==> config.mk <==
export PLATFORM = sky130hd
export DESIGN_NAME = ps2_kbd_rx
export DESIGN_NICKNAME = d
export VERILOG_FILES = /design/src/rtl/ps2_kbd_rx.sv
export SDC_FILE = /design/constraint.sdc
export NUM_CORES = 1
export LEC_CHECK = 0
export ABC_AREA = 1
export BUFFER_PORTS_ARGS = -buffer_cell sky130_fd_sc_hd__buf_2
export CAP_MARGIN = 25
export CORE_ASPECT_RATIO = 0.75
export CORE_MARGIN = 8
export CORE_UTILIZATION = 65
export DETAILED_ROUTE_END_ITERATION = 12
export MAX_ROUTING_LAYER = met4
export PLACE_DENSITY = 0.84
export SLEW_MARGIN = 20
export SYNTH_ARGS = -nofsm -noshare
export SYNTH_HDL_FRONTEND = slang
export SYNTH_SLANG_ARGS = --single-unit
==> constraint.sdc <==
create_clock -name clk -period 5.2 [get_ports clk]
set_input_delay 0.78 -clock clk [delete_from_list [all_inputs] [get_ports clk]]
set_output_delay 0.78 -clock clk [all_outputs]
set_load 0.01 [all_outputs]
==> src/rtl/ps2_kbd_rx.sv <==
// ps2_kbd_rx
// Receives the raw PS/2 keyboard clock/data pair and deserializes 11-bit
// device-to-host frames (start, 8 data bits LSB first, odd parity, stop).
// Scan-code set 2 prefixes (E0 extended, F0 release, E1 Pause) are folded
// into single key events on an 11-bit bus whose bit 10 toggles per event.
// The block only listens; it never drives the PS/2 lines.
//
// Ports:
//   clk        system clock, all logic on its rising edge
//   reset_n    asynchronous active-low reset
//   ps2_clk    raw PS/2 clock, asynchronous to clk
//   ps2_data   raw PS/2 data, asynchronous to clk
//   ps2_key    {toggle, press, extended, code[7:0]}
//   frame_err  one-cycle pulse on start/parity/stop error or timeout
module ps2_kbd_rx #(
   parameter int          FILTER_LEN = 8,
   parameter logic [15:0] TIMEOUT    = 16'd50000
) (
   input  logic        clk,
   input  logic        reset_n,
   input  logic        ps2_clk,
   input  logic        ps2_data,
   output logic [10:0] ps2_key,
   output logic        frame_err
);

   localparam int          CW       = (FILTER_LEN > 1) ? $clog2(FILTER_LEN) : 1;
   localparam logic [CW-1:0] FILT_MAX = CW'(FILTER_LEN - 1);

   typedef enum logic [1:0] {IDLE, SHIFT, PARITY, STOP} state_t;

   logic          clkMeta_q, clkSync_q, dataMeta_q, dataSync_q;
   logic [CW-1:0] filtCnt_q, filtCnt_d;
   logic          filtClk_q, filtClk_d;
   logic          fallEdge;
   state_t        state_q, state_d;
   logic [2:0]    bitCnt_q, bitCnt_d;
   logic [7:0]    shift_q, shift_d;
   logic          parity_q, parity_d;
   logic [15:0]   toCnt_q, toCnt_d;
   logic          ext_q, ext_d, rel_q, rel_d;
   logic [2:0]    skip_q, skip_d;
   logic [10:0]   key_q, key_d;
   logic          err_d, err_q;
   logic          byteValid;

   // Synchronizers idle high so reset does not look like a falling edge.
   always_ff @(posedge clk or negedge reset_n) begin
      if (!reset_n) begin
         clkMeta_q  <= 1'b1;
         clkSync_q  <= 1'b1;
         dataMeta_q <= 1'b1;
         dataSync_q <= 1'b1;
      end else begin
         clkMeta_q  <= ps2_clk;
         clkSync_q  <= clkMeta_q;
         dataMeta_q <= ps2_data;
         dataSync_q <= dataMeta_q;
      end
   end

   // Any sample that agrees with the filtered level restarts the run, so only
   // FILTER_LEN consecutive disagreeing samples move the filtered clock.
   always_comb begin
      filtCnt_d = filtCnt_q;
      filtClk_d = filtClk_q;
      if (clkSync_q == filtClk_q) begin
         filtCnt_d = '0;
      end else if (filtCnt_q == FILT_MAX) begin
         filtClk_d = clkSync_q;
         filtCnt_d = '0;
      end else begin
         filtCnt_d = filtCnt_q + 1'b1;
      end
   end

   assign fallEdge = filtClk_q & ~filtClk_d;

   // Frame FSM; the timeout check wins over any edge in the same cycle.
   always_comb begin
      state_d   = state_q;
      bitCnt_d  = bitCnt_q;
      shift_d   = shift_q;
      parity_d  = parity_q;
      err_d     = 1'b0;
      byteValid = 1'b0;
      if (state_q == IDLE || fallEdge) begin
         toCnt_d = '0;
      end else begin
         toCnt_d = toCnt_q + 16'd1;
      end
      if (state_q != IDLE && toCnt_q == TIMEOUT) begin
         err_d   = 1'b1;
         state_d = IDLE;
         toCnt_d = '0;
      end else if (fallEdge) begin
         case (state_q)
            IDLE: begin
               if (!dataSync_q) begin
                  state_d  = SHIFT;
                  bitCnt_d = '0;
               end else begin
                  err_d = 1'b1;
               end
            end
            SHIFT: begin
               shift_d  = {dataSync_q, shift_q[7:1]};
               bitCnt_d = bitCnt_q + 3'd1;
               if (bitCnt_q == 3'd7) begin
                  state_d = PARITY;
               end
            end
            PARITY: begin
               parity_d = dataSync_q;
               state_d  = STOP;
            end
            STOP: begin
               state_d = IDLE;
               if (dataSync_q && ((^shift_q) ^ parity_q)) begin
                  byteValid = 1'b1;
               end else begin
                  err_d = 1'b1;
               end
            end
            default: state_d = IDLE;
         endcase
      end
   end

   // Prefix folding; after E1 the rest of the Pause sequence is swallowed.
   always_comb begin
      ext_d  = ext_q;
      rel_d  = rel_q;
      skip_d = skip_q;
      key_d  = key_q;
      if (byteValid) begin
         if (skip_q != 3'd0) begin
            skip_d = skip_q - 3'd1;
            if (skip_q == 3'd1) begin
               ext_d = 1'b0;
               rel_d = 1'b0;
            end
         end else begin
            case (shift_q)
               8'hE0: ext_d = 1'b1;
               8'hF0: rel_d = 1'b1;
               8'hE1: skip_d = 3'd7;
               8'h00, 8'hAA, 8'hEE, 8'hFA, 8'hFC, 8'hFE, 8'hFF: begin
               end
               default: begin
                  key_d = {~key_q[10], ~rel_q, ext_q, shift_q};
                  ext_d = 1'b0;
                  rel_d = 1'b0;
               end
            endcase
         end
      end
   end

   always_ff @(posedge clk or negedge reset_n) begin
      if (!reset_n) begin
         filtCnt_q <= '0;
         filtClk_q <= 1'b1;
         state_q   <= IDLE;
         bitCnt_q  <= '0;
         shift_q   <= '0;
         parity_q  <= 1'b0;
         toCnt_q   <= '0;
         ext_q     <= 1'b0;
         rel_q     <= 1'b0;
         skip_q    <= '0;
         key_q     <= '0;
         err_q     <= 1'b0;
      end else begin
         filtCnt_q <= filtCnt_d;
         filtClk_q <= filtClk_d;
         state_q   <= state_d;
         bitCnt_q  <= bitCnt_d;
         shift_q   <= shift_d;
         parity_q  <= parity_d;
         toCnt_q   <= toCnt_d;
         ext_q     <= ext_d;
         rel_q     <= rel_d;
         skip_q    <= skip_d;
         key_q     <= key_d;
         err_q     <= err_d;
      end
   end

   assign ps2_key   = key_q;
   assign frame_err = err_q;

endmodule

==> results of run 1 <==
[power by group]
group / internal (uW) / switching [uW] / total [uW] / leakage [uW]
combinational: 17.2 / 28.8 / 46.0 / 0.000913
clock: 94.5 / 135 / 230 / 0.0000412
sequential: 446 / 9.58 / 455 / 0.000749
total: 557 / 174 / 731 / 0.00170
[worst max-delay path: stages (launching register included)]
cell and delay [ns]:
dfrtp_1 0.46, inv_1 0.09, ha_1 0.32, inv_1 0.05
nand2_1 0.07, nand2_1 0.06, nand2_1 0.08, nand2_1 0.06
nand2_1 0.05, nand3_1 0.10, nor2_2 0.69, nand2_1 0.46
nand2_1 0.18, nand2_1 0.07
[layout make-up]
class / count / area share (%)
Clock buffer: 6 / 2.204
Clock inverter: 2 / 0.3799
Inverter: 54 / 6.155
Multi-Input combinational cell: 256 / 44.38
Sequential cell: 55 / 41.98
Tap cell: 57 / 2.166
Timing Repair Buffer: 17 / 2.736
[cell families (layout without fill, tap and decap cells)]
kind of cell,count (synthesis),in the layout,synth area share (%)
AOI/OAI and AO/OA,36,36,6.669
xor gates and xnor gates,3,3,0.8490
adders and majority gates,26,26,10.51
buffers and inverters,59,79,8.124
DFF,55,55,44.66
and+or+nand+nor,191,191,29.18
[per-stage QoR]
stage | utilization [%] | instance area [um^2] | setup WS [ns] | std cells | hold slack (ns)
after floorplan | - | 3095 | 3.462 | 370 | 0.3452
final | 72.87 | 3293 | 2.339 | 447 | 0.3590
after detailed placement | 70.82 | 3201 | 2.304 | 438 | 0.3469
after CTS | 72.70 | 3286 | 2.260 | 446 | 0.3601
after global routing | 72.87 | 3293 | 2.012 | 447 | 0.3673
after global placement | 70.82 | 3201 | 2.431 | 438 | 0.3454
[registers in the layout (all words and copies together), names as in the netlist, 2 cells and up]
register / count
bitCnt_q: 3
filtCnt_q: 3
ps2_key: 11
shift_q: 8
skip_q: 3
state_q: 2
toCnt_q: 16
[synth_stat cells (2+ instances only)]
master,number
nor3_1,12
o21ai_0,16
inv_2,2
nor2_2,4
a21oi_1,9
ha_1,26
dfrtp_1,50
nand4_1,8
or2_2,2
nor2_4,2
dfstp_2,5
a31oi_1,2
o21bai_1,3
xor2_1,2
buf_2,2
nand3_2,11
o21a_1,2
inv_1,51
o31ai_1,2
nand2_1,95
nor3b_1,2
nand3_1,21
nor2_1,30
[final timing paths]
path | start | end | depth (start not counted)
setup / recovery | shift_q[5] | ps2_key[4] | 13
hold / removal | dataMeta_q | dataSync_q | 0
setup reg to reg | shift_q[5] | ps2_key[4] | 13
hold reg to reg | dataMeta_q | dataSync_q | 0
max in group asynchronous | reset_n | state_q[0] | 2
min in group asynchronous | reset_n | toCnt_q[14] | 2
[routing by layer]
metal	track usage [%]	wire (um)
met3	3.346	256
met2	25.95	2529
met1	26.94	3141
met4	4.924	65
met5	-	0
[layout by cell type (no fill, tap or decap), types with 2 or more instances in the layout]
cell,instances
a21oi_1,9
a31oi_1,2
buf_2,15
buf_4,2
clkbuf_8,5
dfrtp_1,50
dfstp_2,5
ha_1,26
inv_1,51
inv_2,2
nand2_1,95
nand3_1,21
nand3_2,11
nand4_1,8
nor2_1,30
nor2_2,4
nor2_4,2
nor3_1,12
nor3b_1,2
o21a_1,2
o21ai_0,16
o21bai_1,3
o31ai_1,2
or2_2,2
xor2_1,2
==> run_results.csv, run 1 <==
group,metric,value,unit
worst_setup_path,crit_type,"reg2reg",
clock_network,cts-buffers-inserted,5,
drt,wirelength,5991,um
layout,drive_gt1_share,13.85,%
sta,grt_setup_unrepaired,"no",
drt,firstDrtPassIters,4,
global_routing,grt_overflow,0,
yosys,synth_edf_count,0,
worst_setup_path,required,5.40,ns
floorplanning,die_area,0.007250,mm^2
global_routing,grt_usage,18.58,%
sta,max_freq,349.6,MHz
clock_network,clock_path_buffers,2,
yosys,synth_top_area_share,40.42,%
clock_network,cts_tree,"built",
clock_network,cts_setup_buffers,0,
global_routing,grt_first_pass_wirelength,10430,um
global_routing,grt_pass1_vias,2281,
floorplanning,initial_utilization,68.49,%
yosys,synth.avg_cell_area,8.366,um^2
place,port_buffers,15,
clock_network,cts-root-buf,"clkbuf_8",
global_routing,antenna_found_initial,0,
yosys,synthesis.area,0.003095,mm^2
min_path,hp-class,"reg2reg",
worst_setup_path,rrSetupSlack,2.34,ns
yosys,ys_async_sr_fraction,100.0,%
global_routing,grt_max_degree,56,
job,drv_cap,0,
drt,wl_per_cell,13.40,um
sta,fin_crit_sh,55.01,%
sta,finalSetupTns,0,ns
drt,route.detailed.drc,0,
worst_setup_path,cp_max_fo,20,
place,gp_congestion,0.8745,
yosys,synthCells,370,
layout,fill_cells,328,
sta,slew_viol_final,0,
outcome,status,"finished, final reports clean",
yosys,synth_nets,400,
clock_network,htreeDepth,2,
power,p_leak,0.001703,uW
clock_network,cts_hold_buf,0,
yosys,synth_cell_types,34,
clock_network,cts.sinks,55,
floorplanning,ioPinCount,16,
sta,finalCriticalPeriod,2.861,ns
power,peakVddDrop,0.1791,mV
floorplanning,die_w,95.69,um
layout,seq_area,0.001383,mm^2
worst_setup_path,startpoint_type,"flip-flop",
yosys,yosysTopAreaCell,"dfrtp_1",
drt,vias,2437,
layout,synthToLayoutAreaGrowth,6.386,%
layout,multi_input_area,0.001461,mm^2
yosys,ys_ff_latch,55,
worst_setup_path,endpoint_kind,"flip-flop",
power,total_power,731.0,uW
yosys,synth_ff_type,"dfrtp_1",
floorplanning,core,0.004519,mm^2
floorplanning,rows,21,
layout,finalNetCount,419,
sta,relSlewSlack,40.93,%
sta,setup_viol,0,
clock_network,cts_resized,0,
sta,clock-skew-final,0.008084,ns
sta,hold_viol,0,
place,dpl.hpwl,4376,um
layout,diodes,0,
drt,routed_via_density,5.452,
floorplanning,die_h,75.77,um
worst_setup_path,arrival,3.06,ns
yosys,ys_seq_area_share,44.66,%
yosys,ys.warnings.count,0,
sta,worst_pin_slew,0.8851,ns
drt,drt_iter0_markers,231,
yosys,synth.area.top_cells,"dfrtp_1, nand2_1, ha_1",
clock_network,clkSlewWorstSetupHoldPaths,0.10,ns
clock_network,insertion_delay,0.30,ns
power,power_density,222.0,mW/mm^2
drt,ant_nets,0,
(Power assumes the default switching activity.)
==> run 2, diff against run 1 <==
- CORE_UTILIZATION: 65 -> 61
- PLACE_DENSITY: 0.84 -> 0.79
- clock period: 5.2 -> 3 ns (I/O delays scaled with it)
==> run 2 against run 1 <==
Against the previous run: design area increased by 0.87%; count of clock-buffer cells in the layout is the same; critical path depth unchanged; sequential share of layout area decreased by 0.36 points; wire length about the same; final cell count up 0.67%; register-to-register slack worse by 1.6 ns; global-route usage decreased by 0.94 points; largest cell class unchanged.
==> run_results.csv, run 2 (same netlist as run 1, synthesis figures left out) <==
group,metric,value,unit
floorplanning,die_h,77.69,um
layout,diodes,0,
floorplanning,die_area,0.007633,mm^2
sta,hold_viol,0,
sta,slew_viol_final,0,
layout,drive_gt1_share,13.85,%
drt,route.detailed.drc,0,
job,drv_cap,0,
layout,layout_common_cells,"nand2_1, inv_1, dfrtp_1",
worst_setup_path,startpoint_type,"flip-flop",
global_routing,grt_first_pass_wirelength,10810,um
sta,fin_crit_sh,76.60,%
power,pwr-share-comb,5.9,%
power,total_power,1349,uW
drt,firstDrtPassIters,4,
clock_network,cts-root-buf,"clkbuf_8",
worst_setup_path,endpoint_kind,"flip-flop",
clock_network,cts_tree,"built",
drt,ant_nets,0,
clock_network,cts_resized,0,
place,port_buffers,15,
global_routing,grt_max_degree,36,
clock_network,clock_path_buffers,2,
floorplanning,core,0.004900,mm^2
sta,grt_setup_unrepaired,"no",
place,placed_area,0.003219,mm^2
place,place_ws,0.7453,ns
layout,final_area,0.003322,mm^2
worst_setup_path,required,3.20,ns
drt,drt_iter0_markers,232,
layout,finalNetCount,420,
sta,finalSetupTns,0,ns
clock_network,cts-buffers-inserted,5,
sta,setup_ws,0.7020,ns
outcome,status,"finished, final reports clean",
clock_network,htreeDepth,2,
global_routing,antenna_found_initial,0,
place,dpl.hpwl,4469,um
worst_setup_path,cp_max_fo,20,
drt,vias,2367,
sta,worst_pin_slew,0.4888,ns
power,pwr-share-clk,35.6,%
layout,synthToLayoutAreaGrowth,7.316,%
global_routing,grt_pass1_vias,2399,
drt,routed_via_density,5.260,
clock_network,cts_setup_buffers,0,
power,netSwitchingFraction,22.38,%
sta,hold_slack,0.09816,ns
floorplanning,rows,22,
global_routing,grt_usage,17.63,%
power,p_switching,301.8,uW
power,p_leak,0.001719,uW
power,power_density,406.0,mW/mm^2
clock_network,clkSlewWorstSetupHoldPaths,0.09,ns
clock_network,cts.sinks,55,
global_routing,grt_overflow,0,
layout,top_register,"toCnt_q",
floorplanning,ioPinCount,16,
worst_setup_path,arrival,2.50,ns
floorplanning,die_w,98.26,um
sta,finalCriticalPeriod,2.298,ns
drt,wl_per_cell,13.30,um
sta,max_freq,435.2,MHz
place,gp_congestion,0.8587,
floorplanning,initial_utilization,63.18,%
clock_network,cts_hold_buf,0,
power,p_int,1047,uW
power,seq_power_share,58.6,%
drt,wirelength,5987,um
layout,layout_commonest_cell,"nand2_1",
worst_setup_path,crit_type,"reg2reg",
layout,largest_reg_flops,16,
sta,clock-skew-final,0.01239,ns
power,peakVddDrop,0.2969,mV
clock_network,insertion_delay,0.31,ns
min_path,hp-class,"in2async",
sta,setup_viol,0,
sta,relSlewSlack,67.41,%
-- run 2: cell types whose count changed in the layout (fill, tap and decap cells not counted), sizes merged --
cell and change:
clkinvlp -1, clkinv -1, bufinv +1, buf +1
-- run 2: power groups by stage --
| stage | registers (uW) | logic, uW | clock network, uW |
|---|---|---|---|
| 2_1_floorplan | 800 | 50.9 | 0 |
| 3_3_place_gp | 802 | 76.9 | 0 |
| 3_5_place_dp | 803 | 80.6 | 0 |
| 4_1_cts | 790 | 80.0 | 492 |
| 5_1_grt | 792 | 95.2 | 516 |
| 6_report | 790 | 79.4 | 480 |
-- run 2: layer usage --
metal  share of wire (%)  up-vias  global-route usage, %  routed length [um]
met1                  52     1093                  23.99                3092
met4                 1.3        0                  5.649                  76
met3                 5.0        9                  3.922                 299
met2                  42       48                  25.51                2519
li1                    -     1217                      -                   -
met5                   0        -                      -                   0
-- run 2: path summary, 6_finish.rpt --
path / start / end / slack (ns) / depth (start not counted)
max in group asynchronous: reset_n / filtClk_q / 2.07 / 2
min: reset_n / ps2_key[10] / 0.1 / 1
max: shift_q[0] / ps2_key[4] / 0.70 / 13
max reg2reg: shift_q[0] / ps2_key[4] / 0.70 / 13
min in group clk: ps2_data / dataMeta_q / 0.24 / 1
min reg2reg: clkMeta_q / clkSync_q / 0.36 / 0
-- run 2: cell type report --
class                           instances  area [um^2]
Multi-Input combinational cell        256         1461
Timing Repair Buffer                   18        97.59
Sequential cell                        55         1383
Fill cell                             410         1578
Inverter                               54        202.7
Clock inverter                          1        30.03
Tap cell                               60        75.07
Clock buffer                            6        72.57
-- run 2: critical path, cell delays in order, from the launching register on --
cell	delay, ns
dfrtp_1	0.44
inv_1	0.10
ha_1	0.32
inv_1	0.06
nand2_1	0.06
nand3_1	0.11
nand2_1	0.07
nand2_1	0.06
nand3_1	0.10
nor2_2	0.09
buf_4	0.25
nand2_1	0.30
nand2_1	0.15
nand2_1	0.06
-- run 2: per-stage QoR --
stage | std cells | utilization [%]
after floorplan | 370 | -
after global placement | 443 | 65.70
after detailed placement | 443 | 65.70
after CTS | 450 | 67.80
after global routing | 450 | 67.80
final | 450 | 67.80
==> run 3, diff against run 2 <==
- clock period: 3 -> 2.3 ns (I/O delays scaled with it)
==> run 3 against run 2 <==
Against the previous run: die area did not move; via count grew 1.3%; critical path depth unchanged; critical path type unchanged; largest cell class unchanged.
==> run_results.csv, run 3 (same netlist as run 1, synthesis figures left out) <==
group,metric,value,unit
worst_setup_path,endpoint_kind,"flip-flop",
worst_setup_path,startpoint_type,"flip-flop",
place,gp_congestion,0.9046,
worst_setup_path,required,2.50,ns
drt,firstDrtPassIters,4,
global_routing,grt_usage,17.17,%
drt,ant_nets,0,
floorplanning,initial_utilization,63.18,%
floorplanning,die_h,77.69,um
layout,final_area,0.003359,mm^2
sta,worst_pin_slew,0.5539,ns
global_routing,antenna_found_initial,0,
outcome,status,"finished, final reports clean",
sta,finalCriticalPeriod,2.062,ns
power,p_int,1323,uW
worst_setup_path,path_common_cell,"nand2_1",
worst_setup_path,critPathMaxStageDelay,0.47,ns
drt,vias,2397,
power,pwr-share-comb,6.1,%
worst_setup_path,cp_slowest_cell,"dfrtp_1",
clock_network,cts.sinks,55,
worst_setup_path,arrival,2.27,ns
floorplanning,die_w,98.26,um
clock_network,cts-buffers-inserted,5,
clock_network,cts_tree,"built",
layout,largest_reg_flops,16,
worst_setup_path,path_buf_inv,3,
floorplanning,rows,22,
clock_network,cts-root-buf,"clkbuf_8",
sta,relSlewSlack,63.08,%
sta,fin_crit_sh,89.64,%
layout,layout_common_cells,"nand2_1, inv_1, dfrtp_1",
sta,setup_viol,0,
clock_network,cts_resized,0,
worst_setup_path,cp_max_fo,19,
place,port_buffers,15,
clock_network,insertion_delay,0.31,ns
drt,wl_met3,330,um
layout,top_register,"toCnt_q",
clock_network,htreeDepth,2,
drt,wirelength,6051,um
layout,synthToLayoutAreaGrowth,8.529,%
worst_setup_path,crit_chain,"inv_1 > ha_1 > inv_1 > nand2_1 > nand3_1 > nand2_1 > nand2_1 > nand3_1 > nor2_4 > buf_12 > nand2_1 > nand2_1 > nand2_1",
layout,finalNetCount,421,
worst_setup_path,path_delay_family,"simple AND/OR/NAND/NOR gates",
drt,highest_layer,"met4",
power,p_switching,385.7,uW
layout,final_cells,452,
clock_network,clock_path_buffers,2,
layout,layout_commonest_cell,"nand2_1",
place,placed_area,0.003252,mm^2
sta,max_freq,485.0,MHz
min_path,hp-class,"in2async",
sta,grt_setup_unrepaired,"no",
sta,hold_viol,0,
power,power_density,508.6,mW/mm^2
power,netSwitchingFraction,22.57,%
power,peakVddDrop,0.3879,mV
layout,diodes,0,
power,seq_power_share,60.2,%
layout,post-route-util,68.56,%
drt,routed_via_density,5.303,
drt,drt_iter0_markers,171,
drt,dr_wl_met2,2630,um
clock_network,cts_setup_buffers,0,
floorplanning,ioPinCount,16,
sta,clock-skew-final,0.008538,ns
place,dpl.hpwl,4569,um
power,total_power,1709,uW
sta,slew_viol_final,0,
power,pwr-share-clk,33.7,%
floorplanning,core,0.004900,mm^2
job,drv_cap,0,
sta,finalSetupTns,0,ns
worst_setup_path,crit_type,"reg2reg",
power,p_leak,0.001733,uW
place,place_inst,444,
global_routing,grt_first_pass_wirelength,10490,um
floorplanning,die_area,0.007633,mm^2
global_routing,grt_max_degree,34,
clock_network,clkSlewWorstSetupHoldPaths,0.09,ns
global_routing,grt_overflow,0,
drt,route.detailed.drc,0,
global_routing,grt_pass1_vias,2252,
clock_network,cts_hold_buf,0,
drt,wl_per_cell,13.39,um
layout,drive_gt1_share,14.54,%
drt,wl_met1,3027,um
-- run 3: changes by cell type in the layout (fill, tap and decap cells not counted) --
| cell | before | now |
|---|---|---|
| buf_12 | 0 | 2 |
| clkbuf_8 | 5 | 7 |
| buf_4 | 3 | 2 |
| bufinv_16 | 1 | 0 |
| nand2_1 | 95 | 94 |
| nand2_2 | 1 | 2 |
| nor2_2 | 4 | 3 |
| nor2_4 | 2 | 3 |
-- run 3: stage by stage --
| stage | hold slack [ns] | setup WS (ns) |
|---|---|---|
| finish | 0.01842 | 0.2382 |
| global route | 0.05442 | 0.05305 |
| CTS | 0.02924 | 0.1135 |
| detailed placement | 0.3470 | 0.1865 |
| global placement | 0.3462 | 0.2235 |
| floorplan | 0.04941 | 0.5620 |
-- run 3: metal layers --
metal	track usage (%)	vias up
met5	-	-
met4	5.954	0
met3	3.654	6
met2	24.22	53
met1	23.80	1116
li1	-	1222
-- run 3: final timing paths --
path	cells after the start	endpoint	slack, ns	startpoint
max	13	skip_q[0]	0.24	shift_q[0]
min	1	bitCnt_q[1]	0.02	reset_n
max reg2reg	13	skip_q[0]	0.24	shift_q[0]
min reg2reg	0	dataSync_q	0.36	dataMeta_q
max in group asynchronous	2	filtClk_q	1.66	reset_n
min in group clk	1	clkMeta_q	0.13	ps2_clk
-- run 3: power by group through the flow --
| stage | clock (uW) | combinational (uW) | sequential, uW |
|---|---|---|---|
| CTS | 587 | 107 | 1030 |
| global route | 623 | 122 | 1030 |
| finish | 576 | 105 | 1030 |
| floorplan | 0 | 66.4 | 1040 |
| global placement | 0 | 104 | 1050 |
| detailed placement | 0 | 106 | 1050 |
-- run 3: cell type report --
class                   instances  area, um^2
fillers                       397        1540
multi-input cells             256        1469
flip-flops and latches         55        1383
inverters                      54       202.7
repair buffers                 19       130.1
clock buffers                   8       100.1
well taps                      60       75.07
